`src/rtl/branch_predictor.sv`:
```
// Bimodal branch predictor + BTB beside IF: zero-cycle lookup/resolve, updates visible next cycle; never stalls.
// Optional saturating resolve/mispredict statistics counters are built only when BP_STATS_EN is defined.
module branch_predictor #(
  parameter int IDX_BITS = 4
) (
  input  logic        clk,
  input  logic        rst,
  input  logic [31:0] if_pc,
  output logic        predicted_taken,
  output logic [31:0] pred_next_pc,
  input  logic        ex_valid,
  input  logic        ex_is_branch,
  input  logic [31:0] ex_pc,
  input  logic        ex_actual_taken,
  input  logic [31:0] ex_target,
  input  logic        ex_pred_taken,
  input  logic [31:0] ex_pred_target,
  output logic        mispredict,
  output logic [31:0] recovery_pc,
  output logic [15:0] branch_count,
  output logic [15:0] mispredict_count
);

  localparam int N     = 1 << IDX_BITS;
  localparam int TAG_W = 30 - IDX_BITS;

  logic [1:0]       ctr    [N];
  logic             valid  [N];
  logic [TAG_W-1:0] tag    [N];
  logic [31:0]      target [N];

  logic [IDX_BITS-1:0] if_idx, ex_idx;
  logic [TAG_W-1:0]    if_tag, ex_tag;
  logic                if_hit, ex_hit, upd;

  assign if_idx = if_pc[IDX_BITS+1:2];
  assign if_tag = if_pc[31:IDX_BITS+2];
  assign ex_idx = ex_pc[IDX_BITS+1:2];
  assign ex_tag = ex_pc[31:IDX_BITS+2];

  // Lookup
  assign if_hit          = valid[if_idx] && (tag[if_idx] == if_tag);
  assign predicted_taken = if_hit && ctr[if_idx][1];
  assign pred_next_pc    = predicted_taken ? target[if_idx] : (if_pc + 32'd4);

  // Resolve
  assign upd         = ex_valid && ex_is_branch;
  assign ex_hit      = valid[ex_idx] && (tag[ex_idx] == ex_tag);
  assign mispredict  = upd && ((ex_actual_taken != ex_pred_taken) ||
                               (ex_actual_taken && ex_pred_taken && (ex_target != ex_pred_target)));
  assign recovery_pc = ex_actual_taken ? ex_target : (ex_pc + 32'd4);

  // Table update; a not-taken miss leaves the table untouched so cold branches cost nothing.
  always_ff @(posedge clk or negedge rst) begin
    if (!rst) begin
      for (int i = 0; i < N; i++) begin
        ctr[i]    <= 2'b01;
        valid[i]  <= 1'b0;
        tag[i]    <= '0;
        target[i] <= '0;
      end
    end else if (upd) begin
      if (ex_hit) begin
        if (ex_actual_taken) begin
          if (ctr[ex_idx] != 2'b11) ctr[ex_idx] <= ctr[ex_idx] + 2'd1;
          target[ex_idx] <= ex_target;
        end else if (ctr[ex_idx] != 2'b00) begin
          ctr[ex_idx] <= ctr[ex_idx] - 2'd1;
        end
      end else if (ex_actual_taken) begin
        valid[ex_idx]  <= 1'b1;
        tag[ex_idx]    <= ex_tag;
        target[ex_idx] <= ex_target;
        ctr[ex_idx]    <= 2'b10;
      end
    end
  end

`ifdef BP_STATS_EN
  logic [15:0] br_cnt, mis_cnt;

  always_ff @(posedge clk or negedge rst) begin
    if (!rst) begin
      br_cnt  <= 16'h0000;
      mis_cnt <= 16'h0000;
    end else begin
      if (upd && (br_cnt != 16'hFFFF))        br_cnt  <= br_cnt + 16'd1;
      if (mispredict && (mis_cnt != 16'hFFFF)) mis_cnt <= mis_cnt + 16'd1;
    end
  end

  assign branch_count     = br_cnt;
  assign mispredict_count = mis_cnt;
`else
  assign branch_count     = 16'h0000;
  assign mispredict_count = 16'h0000;
`endif

endmodule

```
`config.mk`:
```
export PLATFORM = sky130hd
export DESIGN_NAME = branch_predictor
export DESIGN_NICKNAME = d
export VERILOG_FILES = /design/src/rtl/branch_predictor.sv
export SDC_FILE = /design/constraint.sdc
export NUM_CORES = 2
export LEC_CHECK = 0
export BUFFER_PORTS_ARGS = -buffer_cell sky130_fd_sc_hd__buf_4
export CORE_ASPECT_RATIO = 0.8
export CORE_UTILIZATION = 55
export CTS_CLUSTER_SIZE = 16
export DETAILED_ROUTE_END_ITERATION = 8
export PLACE_DENSITY = 0.72
export SETUP_SLACK_MARGIN = 0.05
export SYNTH_ARGS = -nofsm -noshare
export SYNTH_HDL_FRONTEND = slang
export SYNTH_SLANG_ARGS = --single-unit
```
`constraint.sdc`:
```
create_clock -name clk -period 7.3 [get_ports clk]
set_input_delay 1.46 -clock clk [delete_from_list [all_inputs] [get_ports clk]]
set_output_delay 1.46 -clock clk [all_outputs]
set_load 0.05 [all_outputs]
```
* Word-level counts from Yosys, hierarchy flattened
Index checks and enable logic that the tools add are counted.
** Word-level totals
- Bits of input ports :: 134
- Register bits after elaboration :: 976
- Word-level logic and storage cells :: 139
- Output and inout bits :: 98
** Operators by class
- Add/subtract/negate cells :: 4
- Reduce and logical (&&, ||, !) cells :: 15
- Multiplexer cells :: 40
- Equality and inequality tests :: 6
- Magnitude comparators :: 3
- Bitwise operators :: 7
** Operators by type and width (count)
- $bwmux 512 :: 1
- $bwmux 416 :: 1
- $mux 32 :: 10
- $bmux 26 s4 :: 2
- $mux 26 :: 5
- $bmux 32 s4 :: 1
- $demux 32 s4 :: 1
- $demux 26 s4 :: 1
- $add 32x3->32 const B :: 2
- $bwmux 32 :: 2
- $eq 26x26->1 :: 2
- $ne 32x32->1 :: 1
- $or 16x16->16 :: 2
- $and 16x16->16 :: 1
- $bmux 2 s4 :: 2
- $not 16->16 :: 1
- $ge 5x5->1 const B :: 2
- $mux 2 :: 5
- $not 4->5 :: 2
- $bmux 1 s4 :: 2
- $demux 2 s4 :: 1
- $logic_and 1x1->1 :: 8
- $reduce_bool 2->1 :: 3
- $lt 5x1->1 const B :: 1
- 12 further kinds :: 16

* Longest topological paths before layout
- Depth after elaboration :: 9
- Mapped depth :: 20

* Least setup slack after synthesis
OpenSTA, ideal clock, no wires.
- Kind :: input to output
- Start point :: input if_pc[2]
- End point :: output pred_next_pc[29]
- Stages on the path :: 12
- Setup slack :: 0.235 ns
- Data arrival time :: 5.605 ns
- Cell sequence :: clkbuf_1 buf_2 buf_1 mux4_2 mux4_2 xnor2_1 nand4_1 nor4_1 nand2_1 or4b_2 clkbuf_1 a21oi_1
** Between the ends
- Longest elaborated chain between the ends :: 8
- Elaborated cells between the ends (all ways) :: 18
- Classes of those cells :: add/sub: 1; eq/ne: 1; mux: 13; bitwise: 1; reduce/logical: 2
** Ends and longest elaborated chain
- from (decl) :: RTL line 8 : input logic [31:0] if_pc,
- $not 4->5 (implied by the code) :: RTL line 42, 43, 44
- $bmux 26 s4 :: RTL line 42 : assign if_hit = valid[if_idx] && (tag[if_idx] == if_tag);
- $mux 26 (implied by the code) (2 in a row) :: RTL line 42
- $eq 26x26->1 :: RTL line 42
- $logic_and 1x1->1 :: RTL line 42
- $logic_and 1x1->1 :: RTL line 43 : assign predicted_taken = if_hit && ctr[if_idx][1];
- $mux 32 (*) :: RTL line 44 : assign pred_next_pc = predicted_taken ? target[if_idx] : (if_pc + 32'd4);
- to (decl) :: RTL line 10 : output logic [31:0] pred_next_pc,
Mark *: on every way between the ends. The rest lies on a longest branch, timed or not. The select of a mux whose other input is x is not followed.

* Worst setup path after layout
- Start point :: input if_pc[2]
- End point :: output pred_next_pc[31]
The elaborated chain is that of the path after synthesis.

==> impl_results.md <==
* Post-DR wirelength/cell at between 30 and 40 um
* Hold Startpoint: valid[12]$_DFFE_PN0P_
* Warnings, synthesis at 0
* Arr. time, crit path at 5.53 ns
* Clock Path Buffers at 3
* Post-DRT Antenna Nets at 0
* Register area share after synthesis at between 40% and 50%
* DR DRC count at 0
* Area grow syn2layout at 11.74%
* Area post-placement at ~0.053 mm^2
* Synth async-reset ratio at 100.0%
* RR Endpoint: ctr[31]$_DFFE_PN0P_
* All-Layer GR Usage at 32.88%
* WP data required at just under 6 ns
* Routed WL at 149,800 um
* WS Path Type: primary input to output pin
* Primary FF master, synth: dfrtp_1
* First-pass GRT wire length at 225,300 um
* Hold Path Depth at 1
* Initial antenna violation count at 4
* Clock Pin Slew Worst Setup and Hold Paths at roughly 0.060 ns
* Grt total ovfl at 0
* CP endpoint kind: output pin
* EDFF count, synth at 0
* DRT iter0 DRCs at 3,347
* IO Port Bufs at a little under 200
* CP Launch Type: primary input
* Fmax at between 100 and 150 MHz
* Initial Utilization at a little under three fifths
* RD Place Congestion at approximately 0.96
* DIE AREA at between 0.09 and 0.1 mm^2
* Post-synth top area cell: dfrtp_1
* Setup TNS at 0 ns
* Total iterations of the first detailed-routing run at 6
* TritonCTS clock tree: yes
* Mean post-synth cell area at 14.45 um^2
* Hpwl dp at about 96,000 um
* Post-CTS Setup Inserts at 0
* Slew Limit Fails at 0
* Maxcap violations at 0
* Clock root buffer: clkbuf_16
* Status: completed
* Final instance area at ~0.056 mm^2
* Number of fillers in the final layout at slightly below 7,000
* Clock Latency Late Sink at between 0.6 and 0.7 ns
* Layout cell share with drive strength beyond 1 at 50.70%
* Setup Skew at 0.02951 ns
* Final Cycle Share at 95.71%
* Final hold vios at 0
* Worst-case reg-to-reg path depth at 11
* R2R setup slack at roughly 2.7 ns
* Slew @ Worst Pin at ~1.1 ns
* VDD IR-drop max at roughly 0.21 mV
* Cell Pwr Density at between 200 and 300 mW/mm^2
* CTS Hold Bufs at 0
* Worst hold path type: register to register
* FF+latch area at between 0.02 and 0.025 mm^2
* Die width at around 340 um
* Mapped Cells at 3,498
* Vias at between 30,000 and 40,000
* Die H at approximately 270 um
* TritonCTS buffer count at 96
* Min Tclk post-route at ~7 ns
* #FFs+latches synth at about 980
* RSZ-0062 raised after global routing: false
* Slowest Stage Delay on Critical Path at 0.87 ns
* Final setup vio count at 0
* Worst path slowest cell: or4b_2
* Ports at around 230
* Worst relative slew slack at a little under a quarter
* Cell-by-cell listing of the critical path: buf_8 -> buf_4 -> mux4_2 -> mux4_2 -> xnor2_1 -> nand4_1 -> nor2_1 -> or4b_2 -> nor2_1 -> a21oi_1 -> buf_4
* Sink Count at around 980
* Largest net degree at the start of global routing at slightly above 200
* WHS at around 0.5 ns
* Multi-input logic area at roughly 0.025 mm^2
* Vias in the first global route at roughly 34,000
* Util after Layout at 62.02%
* Pwr Total at around 14 mW
* Min-Delay Endpoint: valid[12]$_DFFE_PN0P_
* Lkg Pwr at between 20 and 30 nW
* Final layout net count at 3,689
* Core outline area at 0.09104 mm^2
* Via density at approximately 6.7
* Post-Syn Area at roughly 0.05 mm^2
* Critical Path Fanout Max at 43
* Synth cell types at 64
* Top cells by area in the synthesized netlist: dfrtp_1 48%, mux2_2 21%, mux4_2 17%
* H-Tree Depth at 3
* Post-synth top area share at 47.54%
* Worst R2R Start: tag[139]$_DFFE_PN0P_
* Post-cts sizing count at 0
* Rows at about 100
-- placed cells by master, fill, tap and decap left out, types with 5 or more instances in the layout --
cell type  instances
and3_2             5
o21ai_0          100
a21oi_1            9
mux4_2           378
nor3_1            15
o211ai_1           9
nand2_2           17
xor2_1            40
a22oi_1           20
clkbuf_8          24
mux2_2           940
o22ai_1           10
nand4_1           28
conb_1            32
a22o_1             6
buf_4            272
nand2b_1          21
nor4_1             9
xnor2_1           97
dfstp_2           16
mux2i_1           80
nand3_2            9
clkbuf_16         98
clkinv_2          16
bufinv_16          9
ha_1               8
nand3_1           40
inv_1              8
clkbuf_1          22
and3_1            19
nor2b_1            9
buf_12            27
nand2_1          161
o2bb2ai_1          7
nor2_1            32
dfrtp_1          960
-- routing by layer --
metal | vias to the layer above | GRT usage, % | routed length, um | share of wire, %
met5 | - | 0 | 39 | 0.026
met3 | 272 | 11.68 | 16800 | 11
met4 | 6 | 8.036 | 3622 | 2.4
li1 | 13095 | - | - | -
met1 | 17384 | 46.48 | 62190 | 42
met2 | 1616 | 48.78 | 67170 | 45
-- state kept, by name (all words and copies together), names as in the netlist --
signal / cells
target: 512
tag: 416
ctr: 32
valid: 16
-- critical path: cells and delay by family --
kind	cells	cell delay, ns
and+or+nand+nor	4	1.42
AOI/OAI and AO/OA	1	0.07
muxes	2	1.00
xor gates and xnor gates	1	0.67
buffers and inverters	3	0.86
-- layout make-up --
| type | instances | share of cell area (%) |
|---|---|---|
| multi-input cells | 2157 | 43.44 |
| diodes | 1 | 0.004432 |
| clock inverters | 32 | 0.7357 |
| repair buffers | 304 | 4.693 |
| well taps | 1212 | 2.686 |
| inverters | 12 | 0.07977 |
| clock buffers | 144 | 5.075 |
| flip-flops and latches | 976 | 43.29 |
-- where the power goes --
part / leakage (nW) / switching [mW] / internal [mW]
clock: 1.62 / 2.14 / 3.03
combinational: 11.1 / 1.18 / 1.31
sequential: 12.9 / 0.464 / 6.13
total: 25.6 / 3.78 / 10.5
-- how the worst max path moves through the flow --
stage,from,endpoint,slack [ns]
after floorplan,if_pc[2],pred_next_pc[29],0.24
final,if_pc[2],pred_next_pc[31],0.31
after global placement,if_pc[2],pred_next_pc[31],0.45
after detailed placement,if_pc[2],pred_next_pc[31],0.43
after CTS,if_pc[2],pred_next_pc[31],0.43
after global routing,if_pc[2],pred_next_pc[31],0.19
-- per-stage QoR --
stage                     cells  setup slack [ns]
final                      4838            0.3132
after global routing       4837            0.1851
after CTS                  4837            0.4328
after detailed placement   4661            0.4267
after global placement     4661            0.4509
after floorplan            3529            0.2350
-- synth_stat cells (5+ instances only) --
cell / instances
dfrtp_1: 960
mux2_2: 940
mux4_2: 378
clkbuf_1: 206
nand2_1: 178
o21ai_0: 100
xnor2_1: 97
mux2i_1: 80
buf_1: 65
buf_2: 61
nand3_1: 49
buf_4: 46
xor2_1: 40
nor2_1: 33
nand4_1: 28
and3_1: 24
nand2b_1: 21
a22oi_1: 20
dfstp_2: 16
nor3_1: 15
o22ai_1: 10
a21oi_1: 9
nor2b_1: 9
nor4_1: 9
o211ai_1: 9
ha_1: 8
inv_1: 8
o2bb2ai_1: 7
a22o_1: 6
buf_6: 6
and2_1: 5
-- logic make-up after synthesis --
kind of cell / after synthesis / share of synthesized area, %
xor gates and xnor gates: 137 / 2.375
AOI/OAI and AO/OA: 185 / 2.263
and+or+nand+nor: 392 / 3.737
other: 1 / 0.007421
adders and majority gates: 8 / 0.1981
buffers and inverters: 396 / 3.524
muxes: 1403 / 39.52
DFF: 976 / 48.37
Note: power is estimated with default switching activity, not from simulation.
